**src/rtl/sha256_msg_sched.sv**
```systemverilog
// SHA-256 message schedule generator: streams W[0..ROUNDS-1] for one 512-bit block.
// Define SHA_SCHED_READY_EN to honour w_ready backpressure; otherwise w_ready is ignored.
module sha256_msg_sched #(
    parameter int ROUNDS = 64
) (
    input  logic         clock,
    input  logic         reset,
    input  logic         start,
    input  logic [511:0] block_in,
    input  logic         w_ready,
    output logic         w_valid,
    output logic [31:0]  w_out,
    output logic [5:0]   w_index,
    output logic         busy,
    output logic         done
);

    localparam logic [1:0] S_IDLE = 2'd0;
    localparam logic [1:0] S_RUN  = 2'd1;
    localparam logic [1:0] S_DONE = 2'd2;

    logic [1:0]  state;
    logic [31:0] win [0:15];
    logic [5:0]  t;
    logic        advance;
    logic        transfer;
    logic        last_word;
    logic [31:0] new_word;

    function automatic logic [31:0] sig0(input logic [31:0] x);
        return {x[6:0], x[31:7]} ^ {x[17:0], x[31:18]} ^ {3'b000, x[31:3]};
    endfunction

    function automatic logic [31:0] sig1(input logic [31:0] x);
        return {x[16:0], x[31:17]} ^ {x[18:0], x[31:19]} ^ {10'b0, x[31:10]};
    endfunction

`ifdef SHA_SCHED_READY_EN
    assign advance = w_ready;
`else
    // Port kept for interface compatibility; every RUN cycle advances.
    logic unused_w_ready;
    assign unused_w_ready = w_ready;
    assign advance        = 1'b1;
`endif

    assign transfer  = (state == S_RUN) && advance;
    assign last_word = (t == 6'(ROUNDS - 1));
    assign new_word  = sig1(win[14]) + win[9] + sig0(win[1]) + win[0];

    always_ff @(posedge clock or posedge reset) begin
        if (reset) begin
            state <= S_IDLE;
            t     <= 6'd0;
            for (int i = 0; i < 16; i++) begin
                win[i] <= 32'd0;
            end
        end else begin
            case (state)
                S_IDLE: begin
                    if (start) begin
                        state <= S_RUN;
                        t     <= 6'd0;
                        for (int i = 0; i < 16; i++) begin
                            win[i] <= block_in[511 - 32*i -: 32];
                        end
                    end
                end
                S_RUN: begin
                    // The window holds W[t..t+15]; each accepted word slides it by one.
                    if (transfer) begin
                        t <= t + 6'd1;
                        for (int i = 0; i < 15; i++) begin
                            win[i] <= win[i+1];
                        end
                        win[15] <= new_word;
                        if (last_word) begin
                            state <= S_DONE;
                        end
                    end
                end
                S_DONE: begin
                    state <= S_IDLE;
                end
                default: begin
                    state <= S_IDLE;
                end
            endcase
        end
    end

    assign w_valid = (state == S_RUN);
    assign w_out   = win[0];
    assign w_index = t;
    assign busy    = (state == S_RUN) || (state == S_DONE);
    assign done    = (state == S_DONE);

endmodule

```
**config.mk**
```make
export PLATFORM = sky130hd
export DESIGN_NAME = sha256_msg_sched
export DESIGN_NICKNAME = d
export VERILOG_FILES = /design/src/rtl/sha256_msg_sched.sv
export SDC_FILE = /design/constraint.sdc
export NUM_CORES = 2
export LEC_CHECK = 0
export BUFFER_PORTS_ARGS = -buffer_cell sky130_fd_sc_hd__buf_4
export CORE_UTILIZATION = 56
export DETAILED_ROUTE_END_ITERATION = 7
export GPL_TIMING_DRIVEN = 0
export PLACE_DENSITY = 0.81
export SYNTH_ARGS = -nofsm -noshare
export SYNTH_HDL_FRONTEND = slang
export SYNTH_SLANG_ARGS = --single-unit
```
**constraint.sdc**
```tcl
create_clock -name clock -period 16.4 [get_ports clock]
set_input_delay 0 -clock clock [delete_from_list [all_inputs] [get_ports clock]]
set_output_delay 0 -clock clock [all_outputs]
set_load 0.005 [all_outputs]
```
==> results.cfg <==
[clock_network]
post-cts-setup-buffers = 0
cts-buffers-inserted = 56
clk_path_buf_depth = 3
cts.sinks = 520
tritoncts = done
cts_root_buffer = sky130_fd_sc_hd__clkbuf_16
h-tree-depth = 2
clk_transition_reported_paths_ns = 0.07
insertion_delay_ns = 0.67

[yosys]
syn-instance-count = 2718
yosys_register_bits = 520
synth-async-reset-ratio_pct = 100
synth.net_count = 3331
number_of_warnings_printed_during_yosys_synthesis = 0
syn_area_um2 = 26900
post_synth_num_cell_types = 58
synthFlopType = sky130_fd_sc_hd__dfrtp_1
synth_edf_count = 0
ys_seq_area_share_pct = 48.3
post_synth.cell_area_avg_um2 = 9.91

[detailed_routing]
firstDrtPassIters = 8
dr.max_layer_used = met5
detailroute.wirelength.met2_mm = 60.0
postRouteAntennaNets = 0
routed-wl-met3_mm = 23.6
drt_first_iter_violations = 7593
dr_total_vias = 32510
post_drt_via_cell_ratio = 7.17
remaining_drc_errors = 296
drt-total-wl_mm = 144
wirelength_met1_mm = 42.7
wl_per_cell_um = 31.8

[global_routing]
grt_antenna_before_repair = 36
maximum_number_of_pins_on_one_net_before_global_route_repair = 131
grt_util_all_layers_pct = 58.2
wire_length_of_the_first_global_routing_pass_mm = 210
grt_pass1_vias = 32740
globalRouteOverflowTotal = 0

[flow_run]
timing.max_cap.violations = 0

[worst_setup_path]
worstPathArrival_ns = 5.36
crit_path_end_kind = register
crit_path_required_time_ns = 16.90
path_class = register to register
worst_setup_path_start_kind = register
crit_fanout = 6

[floorplanning]
die_width_um = 221
floorplan.core_area_um2 = 47000
die_area_um2 = 49000
start_util_pct = 57.4
die_height_um = 221
floorplan.rows = 79
count_of_pins_on_the_block_boundary = 557

[sta]
max_freq_ghz = 0.206
setup_viol = 0
setup_tns_ns = 0
skew_ns = 0.0584
layout_worst_path_cycle_share_pct = 29.7
final_hold_viol_count = 0
rsz0062_at_grt = no
layout_min_cycle_time_ns = 4.87
slew_headroom_pct = 12.4
finalMaxSlewViolations = 0
worstMarginPinSlew_ns = 1.31
final_hold_slack_ns = 0.133

[layout]
finish.net_count = 4465
mostFrequentLayoutCell = sky130_fd_sc_hd__buf_4
post_route_cells_drive_above_1_share_pct = 18.3
filler_free_cell_count_of_the_finished_design = 4534
top_library_cells_by_usage_in_the_layout_fill_and_taps_aside = sky130_fd_sc_hd__buf_4 (587), sky130_fd_sc_hd__dfrtp_1 (520), sky130_fd_sc_hd__dlygate4sd3_1 (517), sky130_fd_sc_hd__o22ai_1 (481), sky130_fd_sc_hd__inv_1 (357)
layout-area-overhead-vs-synth_pct = 45.2
stdcell_area_um2 = 39100

[min_path]
min-delay-path-class = input pin to register

[outcome]
violations_in_the_final_reports = design-rule violations
outcome = complete, but fails checks

[place]
port_buffers = 555
post-dp-hpwl_mm = 92.9
detailed_place.area_um2 = 32000
dp.cells = 3884
routabilityCongestion = 1.02
## synthesized netlist by cell type (all sizes together) (4+ instances only)
master | instances | area, µm²
nand3 | 11 | 55.1
a22oi | 4 | 30.0
mux2i | 7 | 70.1
nand2 | 41 | 154
and3 | 16 | 100
a21o | 7 | 53.8
o21ai | 45 | 225
xor2 | 54 | 473
a21oi | 286 | 1440
clkbuf | 242 | 908
o22a | 4 | 35.0
or3 | 4 | 25.0
o2111ai | 4 | 41.3
ha | 35 | 438
nor3 | 5 | 30.0
dfrtp | 520 | 13000
nor2 | 90 | 338
nand4 | 6 | 37.5
o31ai | 5 | 47.5
xnor2 | 90 | 788
o21a | 6 | 45.0
o22ai | 481 | 3010
a222oi | 230 | 2300
a31oi | 7 | 43.8
o21bai | 6 | 45.0
fa | 62 | 1240
buf | 67 | 395
inv | 359 | 1350
## sequential cells by signal, summed over array words and instances, names as in the netlist
name	flops
w_index	6
state	2
w_out	32
win	480
## final cells by class
class                           instances  area [µm²]
Clock inverter                         24         260
Antenna cell                           30        75.1
Timing Repair Buffer                 1076        9450
Tap cell                              607         759
Buffer                                309        1300
Multi-Input combinational cell       1530       11300
Sequential cell                       520       13000
Fill cell                            2446        7860
Inverter                              359        1360
Clock buffer                           79        1610
## repair_timing
| item | 4_1_cts | 5_1_grt |
|---|---|---|
| hold buffers | 517 | 0 |
| resized for setup | 0 | 0 |
| endpoints found under the setup margin | 0 | 0 |
| endpoints found under the hold margin | 651 | 0 |
## logic make-up (layout without fill, tap and decap cells)
| kind of cell | Yosys count | after routing | share of synthesized area, % |
|---|---|---|---|
| AND/OR/NAND/NOR | 184 | 184 | 3.01 |
| multiplexers | 7 | 7 | 0.260 |
| AO/OA/AOI/OAI | 1098 | 1098 | 27.7 |
| adder cells (fa/ha/maj) | 97 | 97 | 6.23 |
| other | 0 | 30 | 0 |
| flip-flops | 520 | 520 | 48.3 |
| XOR/XNOR | 144 | 144 | 4.68 |
| buffers and inverters | 668 | 1847 | 9.84 |
## path summary, 6_finish.rpt
path                                    start  endpoint  slack, ns  depth (start not counted)
worst max-delay path                  win[49]   win[19]      11.53                         14
worst min-delay path            block_in[371]  win[371]       0.13                          4
worst max register to register        win[49]   win[19]      11.53                         14
worst min register to register       win[330]  win[362]       0.48                          2
max in group asynchronous               reset  win[109]      13.74                          7
min in group asynchronous               reset  win[337]       0.56                          4
## worst max-delay path, stage by stage, from the launching register on
cell and delay (ns):
sky130_fd_sc_hd__dfrtp_1 0.32, sky130_fd_sc_hd__clkbuf_1 0.66, sky130_fd_sc_hd__xnor2_1 0.19, sky130_fd_sc_hd__xnor2_1 0.18, sky130_fd_sc_hd__fa_1 0.43, sky130_fd_sc_hd__fa_1 0.48
sky130_fd_sc_hd__ha_1 0.26, sky130_fd_sc_hd__fa_1 0.52, sky130_fd_sc_hd__a211oi_2 0.33, sky130_fd_sc_hd__o21a_1 0.19, sky130_fd_sc_hd__o21bai_1 0.14, sky130_fd_sc_hd__o311a_2 0.45
sky130_fd_sc_hd__nor2_1 0.15, sky130_fd_sc_hd__xor2_1 0.32, sky130_fd_sc_hd__o22ai_1 0.12
## stage by stage
stage	setup WS [ns]	util, %
final	11.53	83.3
after detailed placement	11.68	68.1
after CTS	11.64	83.1
after global routing	11.42	83.2
after global placement	-3.17	67.9
after floorplan	1.87	-
## metal layers
| layer | vias to the layer above | global-route usage (%) |
|---|---|---|
| met5 | - | 4.69 |
| met4 | 24 | 52.9 |
| met3 | 1378 | 27.2 |
| met2 | 3745 | 84.1 |
| met1 | 15007 | 63.3 |
| li1 | 12356 | - |
Power is left out: the tool's default activity adds up to more than one toggle a clock period on the data nets, which glitch-free logic cannot reach.
